<file path="src/rtl/vectadd_nios2_qsys_0_oci_dct_packer_if.sv">
// Handshake bundle between the trace-code source, the DCT packer and the trace FIFO side.
// The slave modport is the packer's view; master is the environment driving it.
interface vectadd_nios2_qsys_0_oci_dct_packer_if #(
  parameter int CODES = 15,
  parameter int CNT_W = 4
);
  logic                 code_valid;
  logic [1:0]           code;
  logic                 code_ready;
  logic                 flush;
  logic [2*CODES-1:0]   dct_buffer;
  logic [CNT_W-1:0]     dct_count;
  logic                 pkt_valid;
  logic                 pkt_ready;
  logic [2*CODES-1:0]   pkt_buffer;
  logic [CNT_W-1:0]     pkt_count;
  logic                 flush_pending;

  modport slave (
    input  code_valid, code, flush, pkt_ready,
    output code_ready, dct_buffer, dct_count, pkt_valid, pkt_buffer, pkt_count, flush_pending
  );

  modport master (
    output code_valid, code, flush, pkt_ready,
    input  code_ready, dct_buffer, dct_count, pkt_valid, pkt_buffer, pkt_count, flush_pending
  );
endinterface

</file>
<file path="src/rtl/vectadd_nios2_qsys_0_oci_dct_packer.sv">
// Packs 2-bit trace codes into up-to-15-code packets and hands them to a
// one-entry valid/ready output register; flushes emit partial packets.
module vectadd_nios2_qsys_0_oci_dct_packer #(
  parameter int CODES = 15,
  parameter int CNT_W = 4
) (
  input logic clk,
  input logic reset,
  vectadd_nios2_qsys_0_oci_dct_packer_if.slave bus
);
  localparam int W = 2 * CODES;

  logic [W-1:0]     acc_buf;
  logic [CNT_W-1:0] acc_cnt;
  logic             pkt_vld;
  logic [W-1:0]     pkt_buf;
  logic [CNT_W-1:0] pkt_cnt;
  logic             flush_pnd;

  logic slot_free, flush_req, full, nonempty, want_emit, emit, rdy, accept;

  always_comb begin
    slot_free = !pkt_vld || bus.pkt_ready;
    flush_req = bus.flush || flush_pnd;
    full      = (acc_cnt == CNT_W'(CODES));
    nonempty  = (acc_cnt != '0);
    want_emit = full || (flush_req && nonempty);
    emit      = slot_free && want_emit;
    // a packet that wants out but has nowhere to go blocks the input
    rdy       = !(want_emit && !slot_free);
    accept    = bus.code_valid && rdy;
  end

  always_ff @(posedge clk) begin
    if (reset) begin
      acc_buf   <= '0;
      acc_cnt   <= '0;
      pkt_vld   <= 1'b0;
      pkt_buf   <= '0;
      pkt_cnt   <= '0;
      flush_pnd <= 1'b0;
    end else begin
      if (emit) begin
        pkt_buf <= acc_buf;
        pkt_cnt <= acc_cnt;
        pkt_vld <= 1'b1;
        // the code accepted alongside an emit starts the next packet
        acc_buf <= accept ? {{(W-2){1'b0}}, bus.code} : '0;
        acc_cnt <= accept ? CNT_W'(1) : '0;
      end else begin
        if (accept) begin
          acc_buf <= {acc_buf[W-3:0], bus.code};
          acc_cnt <= acc_cnt + CNT_W'(1);
        end
        if (pkt_vld && bus.pkt_ready)
          pkt_vld <= 1'b0;
      end

      if (emit)
        flush_pnd <= 1'b0;
      else if (bus.flush && nonempty && !slot_free)
        flush_pnd <= 1'b1;
    end
  end

  assign bus.code_ready    = rdy;
  assign bus.dct_buffer    = acc_buf;
  assign bus.dct_count     = acc_cnt;
  assign bus.pkt_valid     = pkt_vld;
  assign bus.pkt_buffer    = pkt_buf;
  assign bus.pkt_count     = pkt_cnt;
  assign bus.flush_pending = flush_pnd;
endmodule

</file>
<file path="src/flat_wrapper.sv">
// flat-port wrapper written by rule: the top's interface ports become plain ports
module vectadd_nios2_qsys_0_oci_dct_packer_flat 
#(
  parameter int CODES = 15,
  parameter int CNT_W = 4
)
  (clk, reset, bus_code_valid, bus_code, bus_flush, bus_pkt_ready, bus_code_ready, bus_dct_buffer, bus_dct_count, bus_pkt_valid, bus_pkt_buffer, bus_pkt_count, bus_flush_pending);
  vectadd_nios2_qsys_0_oci_dct_packer_if #(.CODES(CODES), .CNT_W(CNT_W)) bus_i ();
  input logic clk;
  input logic reset;
  input wire logic [$bits(bus_i.code_valid)-1:0] bus_code_valid;
  input wire logic [$bits(bus_i.code)-1:0] bus_code;
  input wire logic [$bits(bus_i.flush)-1:0] bus_flush;
  input wire logic [$bits(bus_i.pkt_ready)-1:0] bus_pkt_ready;
  output wire logic [$bits(bus_i.code_ready)-1:0] bus_code_ready;
  output wire logic [$bits(bus_i.dct_buffer)-1:0] bus_dct_buffer;
  output wire logic [$bits(bus_i.dct_count)-1:0] bus_dct_count;
  output wire logic [$bits(bus_i.pkt_valid)-1:0] bus_pkt_valid;
  output wire logic [$bits(bus_i.pkt_buffer)-1:0] bus_pkt_buffer;
  output wire logic [$bits(bus_i.pkt_count)-1:0] bus_pkt_count;
  output wire logic [$bits(bus_i.flush_pending)-1:0] bus_flush_pending;
  assign bus_i.code_valid = bus_code_valid;
  assign bus_i.code = bus_code;
  assign bus_i.flush = bus_flush;
  assign bus_i.pkt_ready = bus_pkt_ready;
  assign bus_code_ready = bus_i.code_ready;
  assign bus_dct_buffer = bus_i.dct_buffer;
  assign bus_dct_count = bus_i.dct_count;
  assign bus_pkt_valid = bus_i.pkt_valid;
  assign bus_pkt_buffer = bus_i.pkt_buffer;
  assign bus_pkt_count = bus_i.pkt_count;
  assign bus_flush_pending = bus_i.flush_pending;
  vectadd_nios2_qsys_0_oci_dct_packer #(.CODES(CODES), .CNT_W(CNT_W)) u_core (.clk(clk), .reset(reset), .bus(bus_i));
endmodule
</file>
<file path="config.mk">
export PLATFORM = sky130hd
export DESIGN_NAME = vectadd_nios2_qsys_0_oci_dct_packer_flat
export DESIGN_NICKNAME = d
export VERILOG_FILES = /design/src/rtl/vectadd_nios2_qsys_0_oci_dct_packer_if.sv /design/src/rtl/vectadd_nios2_qsys_0_oci_dct_packer.sv /design/src/flat_wrapper.sv
export SDC_FILE = /design/constraint.sdc
export NUM_CORES = 1
export LEC_CHECK = 0
export BUFFER_PORTS_ARGS = -buffer_cell sky130_fd_sc_hd__buf_4
export CAP_MARGIN = 0
export CORE_UTILIZATION = 34
export CTS_BUF_LIST = sky130_fd_sc_hd__clkbuf_8 sky130_fd_sc_hd__clkbuf_16
export CTS_CLUSTER_DIAMETER = 40
export DETAILED_ROUTE_END_ITERATION = 8
export GPL_TIMING_DRIVEN = 0
export HOLD_SLACK_MARGIN = 0.12
export PLACE_DENSITY_LB_ADDON = 0.05
export SYNTH_ARGS = -nofsm -noshare
export SYNTH_HDL_FRONTEND = slang
export SYNTH_SLANG_ARGS = --single-unit
</file>
<file path="constraint.sdc">
create_clock -name clk -period 2.02 [get_ports clk]
set_input_delay 0.404 -clock clk [delete_from_list [all_inputs] [get_ports clk]]
set_output_delay 0.404 -clock clk [all_outputs]
set_load 0.01 [all_outputs]
</file>
==> run_results.csv <==
group,metric,value,unit
sta,finalSetupViolations,4,
synth,yosysTopAreaCellShare,48.28,%
worst_setup_path,r2r_cells,9,
clocking,numCtsBuffers,9,
clocking,cts.htree.levels,3,
worst_setup_path,worstPathMaxFanout,3,
detailed_routing,wire_per_inst,16.17,um
final_layout,drive_above_1_share,32.67,%
detailed_routing,drt_iter0_markers,95,
sta,skew,0.004125,ns
global_route,grt_pass1_wl,13040,um
detailed_routing,vias_per_cell,5.336,
worst_setup_path,cp.required,1.62,ns
clocking,path_clk_slew,0.08,ns
detailed_routing,wirelength,8183,um
worst_setup_path,critPathKind,"register to output pin",
detailed_routing,dr.pass1.iters,4,
placed_design,hpwl,5633,um
placed_design,gp_routability_congestion,0.7703,
die,core.rowCount,33,
hold_path,hold_path_class,"primary input to register",
sta,final_hold_viol_count,0,
global_route,grt-ovfl-total,0,
detailed_routing,ant_nets,0,
global_route,grt_max_degree,13,
sta,grt_setup_unrepaired,"yes",
global_route,antenna_found_initial,0,
sta,fin_crit,2.092,ns
pwr,cellLeakagePower,1.669,nW
worst_setup_path,r2r-end,"u_core.bus.pkt_count[2]",
clocking,clkLatencyLatePin,0.35,ns
pwr,ir_drop,0.4149,mV
detailed_routing,vias,2700,
worst_setup_path,worst_ep_arrival_time,1.69,ns
synth,synth_fp_nets,311,
placed_design,io_buffers,75,
clocking,cts_buffer_depth,2,
synth,synth_seq_area_share,48.28,%
synth,async_reset_ff_share,0,%
synth,netlist_instances,302,
global_route,grt_usage,19.23,%
placed_design,dpl_cell_area,0.003597,mm^2
synth,syn-cell-area,0.002903,mm^2
die,die_area,0.008911,mm^2
clocking,postCtsHoldBufs,0,
die,die_height,94.40,um
detailed_routing,drcViolationCount,0,
synth,synth_top_cells_by_area,"dfxtp_1, mux2i_1, nand2_1",
worst_setup_path,endpoint_kind,"output pin",
run_status,violations,"negative setup slack",
sta,timing.final.crit_share,103.6,%
synth,synth_seq_cells,70,
run_status,status,"finished with violations",
synth,synth.distinct_cells,35,
final_layout,stdcell_area,0.003939,mm^2
synth,synthTopCellsByCount,"dfxtp_1, nand2_1, mux2i_1, o31ai_1, o2111ai_1",
hold_path,holdPathStages,3,
flow_run,drv.max_cap_violation_count,0,
die,die_w,94.40,um
sta,slew_headroom,63.63,%
worst_setup_path,r2r_slack,-0.03,ns
hold_path,hold_path_end,"u_core.bus.dct_buffer[1]",
synth,synth_area_leader_cell,"dfxtp_1",
synth,synth_edf_count,0,
clocking,clock_sinks,70,
sta,timing.final.ws_setup,-0.07172,ns
worst_setup_path,start_kind,"register",
synth,synth_warnings,0,
final_layout,final_core_util,47.70,%
sta,worst_pin_slew,0.5455,ns
placed_design,post-place-ws,-0.2151,ns
clocking,clock_tree.root_cell,"clkbuf_8",
die,initial_core_util,35.15,%
synth,synthFlopType,"dfxtp_1",
sta,hold_ws,0.3172,ns
final_layout,diodes,0,
sta,slew_viol_final,0,
sta,max_freq,478.1,MHz
synth,synth.avg_cell_area,9.612,um^2
clocking,tritoncts,"built",
final_layout,syn_to_final_growth,35.69,%
synth,synth_most_common_cell,"dfxtp_1",
pwr,power_density,721.2,mW/mm^2
die,ios,78,
worst_setup_path,r2r_start,"u_core.bus.dct_count[0]",
die,core_area,0.008258,mm^2
global_route,first_global_vias,2602,
final_layout,fin_nets,405,
hold_path,min-delay-start,"bus_code[1]",
-- placed cells by master (no fill, tap or decap), drive strengths merged, types with 2 or more instances in the layout --
master / instances
ha: 2
clkinv: 4
o21ai: 3
clkbuf: 32
dfxtp: 70
mux2i: 32
nor3: 3
buf: 93
inv: 3
nand2b: 3
o32ai: 2
nand4: 2
o211ai: 2
a21oi: 4
nand2: 69
clkinvlp: 2
or3: 2
o31ai: 30
o2111ai: 29
a31o: 2
-- sequential cells by signal, indices dropped and copies added, names as in the netlist --
| name | count |
|---|---|
| u_core.bus.pkt_buffer | 30 |
| u_core.bus.dct_count | 4 |
| u_core.bus.pkt_valid | 1 |
| u_core.bus.dct_buffer | 30 |
| u_core.bus.pkt_count | 4 |
| u_core.bus.flush_pending | 1 |
-- layer usage --
layer  up-vias  wire length, um  GRT usage (%)
met3        10              376          4.670
li1       1312                -              -
met5         -                0              0
met4         0              121          8.333
met2        66             3844          30.80
met1      1312             3840          24.53
-- stage by stage --
stage	TNS (ns)	cells	power [W]
4_1_cts	-0.1590	505	0.002861
5_1_grt	-0.5263	506	0.002962
2_1_floorplan	0	302	0.001622
6_report	-0.1451	506	0.002841
3_5_place_dp	-5.472	482	0.001722
3_3_place_gp	-4.867	482	0.001722
-- power breakdown --
part	switching [W]	internal (W)	leakage (nW)
combinational	0.000205	0.000119	1.01
sequential	0.0000129	0.00139	0.566
clock	0.000551	0.000561	0.0948
-- layout make-up --
type | count | area [um^2]
clock buffer | 9 | 123.9
multi-input combinational | 196 | 1385
tap | 105 | 131.4
sequential | 70 | 1409
buffer | 33 | 173.9
fill | 857 | 4319
timing repair buffer | 83 | 639.4
inverter | 3 | 11.26
clock inverter | 7 | 65.06
-- worst max-delay path by stage --
stage | cells after the start | to | slack (ns) | start
after floorplan | 8 | u_core.bus.pkt_count[3] | 0.12 | u_core.bus.dct_count[0]
after global placement | 7 | u_core.bus.dct_buffer[11] | -0.21 | u_core.bus.dct_count[0]
after detailed placement | 7 | u_core.bus.dct_buffer[13] | -0.22 | u_core.bus.dct_count[0]
after CTS | 6 | bus_code_ready | -0.11 | u_core.bus.dct_count[0]
after global routing | 6 | bus_code_ready | -0.11 | u_core.bus.dct_count[0]
final | 6 | bus_code_ready | -0.07 | u_core.bus.dct_count[1]
-- worst max-delay path, cell delays in order (launching register included) --
cell      delay (ns)
dfxtp_4         0.36
buf_4           0.12
ha_4            0.15
a211oi_4        0.07
buf_4           0.15
or3_4           0.37
buf_6           0.13
-- cells by family (layout without fill, tap and decap cells) --
kind of cell    Yosys count  in the layout  synth area share, %
buf+inv                  36            135                5.732
compound gates           78             78                21.64
mux                      32             32                11.03
flops                    70             70                48.28
simple gates             84             84                12.46
fa+ha+maj                 2              2               0.8619
-- timing repair --
item / CTS / global route
endpoints found under the setup margin: 68 / 50
pin swaps: 3 / 3
resized for setup: 16 / 13
cloned: 0 / 0
buffers inserted: 7 / 1
(Power assumes the default switching activity.)
